<file path="src/rtl/vga_pkg.sv">
// rtl/vga_pkg.sv - shared VGA geometry, field widths and arbiter FSM encoding
package vga_pkg;

  localparam int X_W      = 8;
  localparam int Y_W      = 7;
  localparam int COL_W    = 9;
  localparam int SCREEN_W = 160;
  localparam int SCREEN_H = 120;

  typedef enum logic [1:0] {
    ST_IDLE  = 2'd0,
    ST_CLEAR = 2'd1,
    ST_BURST = 2'd2
  } state_t;

  // True when the coordinate lands inside the visible frame.
  function automatic logic on_screen(input logic [X_W-1:0] x, input logic [Y_W-1:0] y);
    return (int'(x) < SCREEN_W) && (int'(y) < SCREEN_H);
  endfunction

endpackage

</file>
<file path="src/rtl/plot_arbiter_rr_pick.sv">
// rtl/plot_arbiter_rr_pick.sv - round-robin requester pick starting at a pointer
module rr_pick #(
  parameter int NREQ  = 3,
  parameter int IDX_W = 2
) (
  input  logic [NREQ-1:0]  req,
  input  logic [IDX_W-1:0] start,
  output logic [NREQ-1:0]  pick,
  output logic [IDX_W-1:0] pick_idx,
  output logic             valid
);

  // Scan requesters beginning at start (one past the last owner), wrapping once.
  always_comb begin
    int j;
    j        = 0;
    pick     = '0;
    pick_idx = '0;
    valid    = 1'b0;
    for (int k = 0; k < NREQ; k++) begin
      j = int'(start) + k;
      if (j >= NREQ) j = j - NREQ;
      if (!valid && req[j]) begin
        valid    = 1'b1;
        pick[j]  = 1'b1;
        pick_idx = IDX_W'(j);
      end
    end
  end

endmodule

</file>
<file path="src/rtl/plot_arbiter.sv">
// rtl/plot_arbiter.sv - arbitrates pixel requesters and full-screen clears onto one plot port
module plot_arbiter
  import vga_pkg::*;
#(
  parameter int NREQ      = 3,
  parameter int MAX_BURST = 255
) (
  input  logic                  clock,
  input  logic                  reset,
  input  logic [NREQ-1:0]       req,
  input  logic [NREQ*X_W-1:0]   x_in,
  input  logic [NREQ*Y_W-1:0]   y_in,
  input  logic [NREQ*COL_W-1:0] colour_in,
  output logic [NREQ-1:0]       gnt,
  input  logic                  clear_start,
  input  logic [COL_W-1:0]      clear_colour,
  output logic                  clear_busy,
  output logic                  clear_done,
  output logic [X_W-1:0]        oX,
  output logic [Y_W-1:0]        oY,
  output logic [COL_W-1:0]      oColour,
  output logic                  oPlot
);

  localparam int IDX_W = (NREQ > 1) ? $clog2(NREQ) : 1;
  localparam int CNT_W = $clog2(MAX_BURST + 1);
  localparam logic [CNT_W-1:0] MAX_CNT = CNT_W'(MAX_BURST);
  localparam logic [X_W-1:0]   X_LAST  = X_W'(SCREEN_W - 1);
  localparam logic [Y_W-1:0]   Y_LAST  = Y_W'(SCREEN_H - 1);

  state_t             state, state_n;
  logic [NREQ-1:0]    gnt_n;
  logic [IDX_W-1:0]   owner, owner_n;
  logic [IDX_W-1:0]   ptr, ptr_n;
  logic [CNT_W-1:0]   cnt, cnt_n, cnt_inc;
  logic               pend, pend_n;
  logic [COL_W-1:0]   clr_col, clr_col_n;
  logic [X_W-1:0]     cx, cx_n, ox_n;
  logic [Y_W-1:0]     cy, cy_n, oy_n;
  logic [COL_W-1:0]   ocol_n;
  logic               plot_n, done_n;

  logic [NREQ-1:0]    pick;
  logic [IDX_W-1:0]   pick_idx;
  logic               pick_valid;
  logic               clear_take;
  logic               own_req;
  logic               others;
  logic [X_W-1:0]     own_x;
  logic [Y_W-1:0]     own_y;
  logic [COL_W-1:0]   own_col;

  rr_pick #(
    .NREQ  (NREQ),
    .IDX_W (IDX_W)
  ) u_rr_pick (
    .req      (req),
    .start    (ptr),
    .pick     (pick),
    .pick_idx (pick_idx),
    .valid    (pick_valid)
  );

  assign own_x   = x_in[owner*X_W +: X_W];
  assign own_y   = y_in[owner*Y_W +: Y_W];
  assign own_col = colour_in[owner*COL_W +: COL_W];
  assign own_req = req[owner];
  assign others  = |(req & ~gnt);
  assign cnt_inc = (cnt == MAX_CNT) ? cnt : cnt + 1'b1;

  // A new clear is only taken when none is queued or running.
  assign clear_take = clear_start && !pend && (state != ST_CLEAR);

  // Busy spans the queued period, the fill itself and the final pixel cycle.
  assign clear_busy = pend || (state == ST_CLEAR) || clear_done;

  // Next-state and next-output decode; every register holds unless changed below.
  always_comb begin
    state_n   = state;
    gnt_n     = gnt;
    owner_n   = owner;
    ptr_n     = ptr;
    cnt_n     = cnt;
    pend_n    = pend;
    clr_col_n = clr_col;
    cx_n      = cx;
    cy_n      = cy;
    ox_n      = oX;
    oy_n      = oY;
    ocol_n    = oColour;
    plot_n    = 1'b0;
    done_n    = 1'b0;

    if (clear_take) begin
      pend_n    = 1'b1;
      clr_col_n = clear_colour;
    end

    case (state)
      ST_IDLE: begin
        if (pend || clear_take) begin
          state_n = ST_CLEAR;
          pend_n  = 1'b0;
          cx_n    = '0;
          cy_n    = '0;
        end else if (pick_valid) begin
          state_n = ST_BURST;
          gnt_n   = pick;
          owner_n = pick_idx;
          ptr_n   = (int'(pick_idx) == NREQ - 1) ? '0 : pick_idx + 1'b1;
          cnt_n   = '0;
        end
      end

      ST_CLEAR: begin
        plot_n = 1'b1;
        ox_n   = cx;
        oy_n   = cy;
        ocol_n = clr_col;
        if (cx == X_LAST && cy == Y_LAST) begin
          done_n  = 1'b1;
          state_n = ST_IDLE;
        end else if (cx == X_LAST) begin
          cx_n = '0;
          cy_n = cy + 1'b1;
        end else begin
          cx_n = cx + 1'b1;
        end
      end

      ST_BURST: begin
        if (!own_req) begin
          state_n = ST_IDLE;
          gnt_n   = '0;
        end else begin
          if (on_screen(own_x, own_y)) begin
            plot_n = 1'b1;
            ox_n   = own_x;
            oy_n   = own_y;
            ocol_n = own_col;
          end
          cnt_n = cnt_inc;
          if (cnt_inc == MAX_CNT && others) begin
            state_n = ST_IDLE;
            gnt_n   = '0;
          end
        end
      end

      default: begin
        state_n = ST_IDLE;
        gnt_n   = '0;
      end
    endcase
  end

  // State and output registers with synchronous reset.
  always_ff @(posedge clock) begin
    if (reset) begin
      state      <= ST_IDLE;
      gnt        <= '0;
      owner      <= '0;
      ptr        <= '0;
      cnt        <= '0;
      pend       <= 1'b0;
      clr_col    <= '0;
      cx         <= '0;
      cy         <= '0;
      oX         <= '0;
      oY         <= '0;
      oColour    <= '0;
      oPlot      <= 1'b0;
      clear_done <= 1'b0;
    end else begin
      state      <= state_n;
      gnt        <= gnt_n;
      owner      <= owner_n;
      ptr        <= ptr_n;
      cnt        <= cnt_n;
      pend       <= pend_n;
      clr_col    <= clr_col_n;
      cx         <= cx_n;
      cy         <= cy_n;
      oX         <= ox_n;
      oY         <= oy_n;
      oColour    <= ocol_n;
      oPlot      <= plot_n;
      clear_done <= done_n;
    end
  end

endmodule

</file>
<file path="config.mk">
export PLATFORM = sky130hd
export DESIGN_NAME = plot_arbiter
export DESIGN_NICKNAME = d
export VERILOG_FILES = /design/src/rtl/vga_pkg.sv /design/src/rtl/plot_arbiter_rr_pick.sv /design/src/rtl/plot_arbiter.sv
export SDC_FILE = /design/constraint.sdc
export NUM_CORES = 1
export LEC_CHECK = 0
export BUFFER_PORTS_ARGS = -buffer_cell sky130_fd_sc_hd__buf_2
export CAP_MARGIN = 20
export CORE_ASPECT_RATIO = 1.5
export CORE_MARGIN = 3
export CORE_UTILIZATION = 58
export CTS_BUF_LIST = sky130_fd_sc_hd__clkbuf_8
export CTS_CLUSTER_SIZE = 8
export DETAILED_ROUTE_END_ITERATION = 16
export GPL_TIMING_DRIVEN = 0
export PLACE_DENSITY = 0.88
export SKIP_CTS_REPAIR_TIMING = 1
export SLEW_MARGIN = 20
export SYNTH_ARGS = -nofsm -noshare
export SYNTH_HDL_FRONTEND = slang
export SYNTH_SLANG_ARGS = --single-unit
</file>
<file path="constraint.sdc">
create_clock -name clock -period 3.8 [get_ports clock]
set_input_delay 0.19 -clock clock [delete_from_list [all_inputs] [get_ports clock]]
set_output_delay 0.19 -clock clock [all_outputs]
set_load 0.02 [all_outputs]
</file>
Word-level counts from Yosys, hierarchy flattened. Cells that the tools add are included.

Add/sub/neg operators: 9. Multiply operators: 2. Div/mod/pow operators: 0. Order comparisons: 12. Equal/unequal tests: 18. Shift-type cells: 3. Muxes and demuxes: 70. Bitwise gates (word level): 6. Reduce and logical (&&, ||, !) cells: 29.

Operator list (count): $ge 32x1->1 const B (3); $lt 32x4->1 const B (3); $mux 32 (3); $mux 8 (9); $ge 32x3->1 const B (2); $sub 32x3->32 const B (2); $pmux 8 s2 (3); $mux 7 (5); $pmux 7 s2 (2); $shiftx 27x7->9 (1); $eq 8x8->1 const B (3); $shiftx 24x6->8 (1); $mux 3 (7); $shiftx 21x6->7 (1); $mux 1 (19); $mux 2 (9); $mux 9 (2); $pmux 9 s2 (1); $add 8x1->8 const B (2); $ne 2x2->1 const B (6); $reduce_and 3->1 (4); $reduce_and 4->1 (3); $logic_and 1x1->1 (10); $pmux 3 s3 (1); other kinds (30) (47).

Flip-flop bits (word level): 68. Latch bits: 0. RAM bits: 0. ROM bits: 0. Bits of input ports: 87. Memories: 0.

Longest topological paths before layout.
Depth after elaboration: 15. Gate-level depth with buffers: 10. Gate-level depth less buffers: 8.

Hierarchy. A second synthesis with hierarchy kept.

Cells, all modules: 519. Area, all modules: 4192.8 um^2.

By module, submodules not included: plot_arbiter (times used 1, cells an instance 478, area each 3893.7 um^2); rr_pick (times used 1, cells an instance 41, area each 299.0 um^2).

Worst setup path before layout. No wires, ideal clock.

Path kind: register -> register. From: reg ptr[1]. To: reg cnt[7]. Setup time: 0.086 ns. Arrival: 2.002 ns. Required time: 3.714 ns. Setup slack: 1.712 ns. Stages on the path, launching flop included: 11. Buffers on the path: 2. Period minus slack after synthesis: 2.088 ns. Cells stage by stage: dfxtp_1 inv_1 ha_1 clkbuf_1 nand2b_1 and3_1 o211a_1 a211oi_2 buf_2 a31oi_1 a211oi_1.

Cells in the longest elaborated chain, start to end: 14. Elaborated cells on any way between the ends: 29.

RTL lines: start: declaration (RTL line plot_arbiter.sv:34) `logic [IDX_W-1:0] ptr, ptr_n;`; start signal: assignment (RTL line plot_arbiter.sv:178) `ptr <= ptr_n;`; branches (longest 11 deep; another with $sub 32x3->32); $mux 1 (*) (RTL line plot_arbiter_rr_pick.sv:23) `if (!valid && req[j]) begin`; $ne 2x2->1 (no source line) (*); $reduce_and 4->1 (no source line) (*); end signal: assignment (RTL line plot_arbiter.sv:179) `cnt <= cnt_n;`; end: declaration (RTL line plot_arbiter.sv:35) `logic [CNT_W-1:0] cnt, cnt_n, cnt_inc;`.

Mark *: on every way between the ends. The select of a mux whose other input is x is not followed. A chain may end at the register's enable or synchronous reset.

Worst setup path after layout.
From: reg owner[1]. To: reg oColour[1].

Cells in the longest elaborated chain, start to end: 6. Elaborated cells on any way between the ends: 16.

RTL lines: start: declaration (RTL line plot_arbiter.sv:33) `logic [IDX_W-1:0] owner, owner_n;`; start signal: assignment (RTL line plot_arbiter.sv:177) `owner <= owner_n;`; $mul 2x3->5 (RTL line plot_arbiter.sv:65) `assign own_y = y_in[owner*Y_W +: Y_W];`; $shiftx 21x6->7 (RTL line plot_arbiter.sv:65); $lt 7x7->1 (RTL line vga_pkg.sv:18) `return (int'(x) < SCREEN_W) && (int'(y) < SCREEN_H);`; $logic_and 1x1->1 (RTL line vga_pkg.sv:18); $ne 2x2->1 (no source line); $reduce_and 3->1 (no source line); end signal: assignment (RTL line plot_arbiter.sv:186) `oColour <= ocol_n;`; end: declaration (RTL line plot_arbiter.sv:21) `output logic [COL_W-1:0] oColour,`.

Parallel ways exist; a longest one is shown, timed or not. The select of a mux whose other input is x is not followed.

==> run summary <==
- **status** finished clean
- **total via count after detailed routing** 4241
- **GRT Util Overall** 28.75%
- **total half-perimeter wirelength after legalization and detailed placement** 8804 um
- **crit-path max cell delay** 0.50 ns
- **TritonCTS clock tree** yes
- **Multi-input gate area** 2541 um2
- **remaining global-route overflow** 0
- **clock network fraction of total power** 20.4%
- **final estimated routing congestion in global placement** 0.9302
- **antenna-violating nets left** 0
- **Antenna Diode Count** 0
- **PortBufs** 115
- **Pre-antenna DRT Iters** 5
- **filler cell count in the final layout** 508
- **largest fanout on the critical path** 10
- **async set-or-reset flop fraction in the synthesized netlist** 0%
- **static leakage** 0.002136 uW
- **core footprint** 6898 um2
- **sequential group share of total power** 25.9%
- **Post-synth EDFFs** 0
- **Max Freq** 393.9 MHz
- **top library cells by usage in the layout, fill and taps aside** sky130_fd_sc_hd__buf_2 (117), sky130_fd_sc_hd__nor2_1 (96), sky130_fd_sc_hd__dfxtp_1 (68)
- **first-pass GRT wire length** 18360 um
- **highest-delay cell along the critical path** sky130_fd_sc_hd__o32ai_4
- **Final min period** 2.539 ns
- **Comb power frac** 53.7%
- **library cells used by synthesis** 60
- **initial core utilization** 59.82%
- **routed wire length on met3** 632 um
- **cts bufs inserted** 9
- **number of vias per cell after detailed routing** 5.990
- **endpoint arrival time on the critical path** 2.77 ns
- **Post-synth top flop** sky130_fd_sc_hd__dfxtp_1
- **slew margin rel.** 46.73%
- **number of antenna violations at the first check in global routing** 0
- **Post-Synthesis Mean Instance Area** 8.269 um2
- **final cell area excluding filler cells** 5035 um2
- **post-route setup slack** 1.261 ns
- **most common cell after layout, fill and taps aside** sky130_fd_sc_hd__buf_2
- **DRC violations left** 0
- **wire length per cell** 16.54 um
- **relative area change from synthesis to final layout** 22.01%
- **source-to-sink clock delay at the later pin of the worst-skew pair** 0.36 ns
- **capturing element type of the critical path** flip-flop
- **Worst IR Drop VDD** 0.0004003 V
- **standard cell area after detailed placement** 4800 um2
- **top routing layer used** met4
- **required time of the critical path** 4.03 ns
- **cell type group with the largest total delay on the critical path** compound AO/OA/AOI/OAI gates
- **Sequential Area** 1361 um2
- **pin count of the biggest net entering global routing** 13
- **Critical Path Source Type** flip-flop
- **hold crit path type** in -> reg
- **RSZ-0062 raised after global routing** false
- **post-synthesis sequential element count** 68
- **power dissipated by switching net loads** 1441 uW
- **Total Die Area** 8184 um2
- **synthesized netlist cell count** 499
- **type of the worst setup path** reg -> reg
- **buffers and inverters on the worst path** 2
- **Met2 Wirelength** 5986 um
- **netlist area before placement** 4126 um2
- **internal power consumption** 1921 uW
- **Maximum Capacitance Violations** 0
- **number of placed instances with taps included** 692
- **final number of hold-violating endpoints** 0
- **Clock Tree Buf Depth** 2
- **pre-CTS setup slack** 1.378 ns
- **number of global-route vias before repair** 4081
- **number of violations reported at the end of detailed-routing iteration 0** 275
- **total wirelength of the detailed-routed design** 11710 um
- **NumNets Final** 722
- **critical-path cell list** buf_6 > mux2i_1 > a2bb2oi_1 > nor4_1 > o32ai_4 > buf_6 > mux2i_1 > nor2_1
- **sink count of the clock tree** 68
- **clock skew** 0.01358 ns
- **ratio of cells with drive above 1 in the final layout** 24.29%
- **Syn. warnings** 0
- **clock-pin slew on the worst setup and hold paths** 0.08 ns
- **power density over the cells** 667.8 nW/um2
- **M1 WL** 4459 um
- **TNS Setup** 0 ns
- **switching share of power** 42.86%
- **Die Y** 109.3 um
- **Site Rows** 37
- **die span in x** 74.87 um
- **cell at the root of the clock tree** sky130_fd_sc_hd__clkbuf_8
- **CTS H-tree depth** 3
- **final instance count without filler cells** 708
- **final setup violation count** 0
- **sequential share of the synthesized area** 32.99%
- **final worst-path cycle share** 66.81%
- **post-route worst hold slack** 0.06661 ns
- **count of final max-slew check failures** 0
- **I/O pin count** 117
- **net count after synthesis** 596
- **actual slew at the worst max-slew pin** 0.7918 ns
==> worst register-to-register path: cells and delay by family (launching register included) <==
kind / cells / cell delay [ns]
AOI/OAI and AO/OA: 2 / 0.88
muxes: 2 / 0.49
buffers and inverters: 2 / 0.43
DFF: 1 / 0.35
and+or+nand+nor: 2 / 0.27
==> routing by layer <==
metal / global-route usage [%] / vias up
met2: 50.37 / 171
li1: - / 2041
met3: 3.934 / 40
met4: 18.70 / 0
met5: 0 / -
met1: 31.32 / 1989
==> path summary, 6_finish.rpt <==
kind	startpoint	to	slack, ns	cells after the start
hold / removal	clear_colour[1]	clr_col[1]	0.07	3
setup / recovery	owner[1]	oColour[1]	1.26	8
setup reg to reg	owner[1]	oColour[1]	1.26	8
hold reg to reg	oColour[2]	oColour[2]	0.50	2
==> cells in the mapped netlist, types with 4 or more instances <==
master | count | area, um2
sky130_fd_sc_hd__a2bb2oi_1 | 6 | 52.55
sky130_fd_sc_hd__o31ai_1 | 4 | 30.03
sky130_fd_sc_hd__and3_1 | 9 | 56.30
sky130_fd_sc_hd__a21oi_1 | 58 | 290.3
sky130_fd_sc_hd__a211oi_1 | 11 | 82.58
sky130_fd_sc_hd__ha_1 | 10 | 125.1
sky130_fd_sc_hd__nand2_1 | 22 | 82.58
sky130_fd_sc_hd__dfxtp_1 | 68 | 1361
sky130_fd_sc_hd__nand2b_1 | 11 | 68.82
sky130_fd_sc_hd__o21ai_0 | 9 | 45.04
sky130_fd_sc_hd__inv_1 | 13 | 48.80
sky130_fd_sc_hd__nand3_1 | 7 | 35.03
sky130_fd_sc_hd__xor2_1 | 10 | 87.58
sky130_fd_sc_hd__nor2_1 | 96 | 360.4
sky130_fd_sc_hd__nor3_1 | 4 | 20.02
sky130_fd_sc_hd__mux2i_1 | 60 | 600.6
sky130_fd_sc_hd__a41o_1 | 4 | 40.04
sky130_fd_sc_hd__nand4_1 | 6 | 37.54
sky130_fd_sc_hd__buf_6 | 6 | 67.56
sky130_fd_sc_hd__nor2b_1 | 7 | 43.79
sky130_fd_sc_hd__clkbuf_1 | 19 | 71.32
==> cell type report <==
class | instances | share of cell area (%)
Inverter | 13 | 0.9692
Multi-Input combinational cell | 387 | 50.47
Clock buffer | 11 | 3.007
Tap cell | 78 | 1.938
Clock inverter | 5 | 1.665
Buffer | 31 | 3.479
Sequential cell | 68 | 27.04
Timing Repair Buffer | 115 | 11.43
==> stage by stage <==
stage / power (uW) / utilization [%]
after floorplan: 2241 / -
after global placement: 2602 / 69.58
after detailed placement: 2654 / 69.58
after CTS: 3355 / 72.99
after global routing: 3585 / 72.99
final: 3362 / 72.99
==> flip-flops by register name, summed over array words and instances (netlist names), 2 cells and up <==
signal and count:
cx 8, oColour 9, cy 7, ptr 2
gnt 3, oX 8, oY 7, state 2
cnt 8, owner 2, clr_col 9
==> cell families after synthesis <==
| group | synth area share, % |
|---|---|
| multiplexers | 14.55 |
| XOR/XNOR | 2.335 |
| AND/OR/NAND/NOR | 21.77 |
| AO/OA/AOI/OAI | 19.89 |
| buffers and inverters | 5.427 |
| flip-flops | 32.99 |
| adder cells (fa/ha/maj) | 3.032 |
==> power by group through the flow <==
stage	combinational, uW	sequential [uW]	clock (uW)
after floorplan	1310	934	0
after global placement	1720	879	0
after detailed placement	1770	885	0
after CTS	1790	871	690
after global routing	1990	882	718
final	1810	872	685
Note: power is estimated with default switching activity, not from simulation.
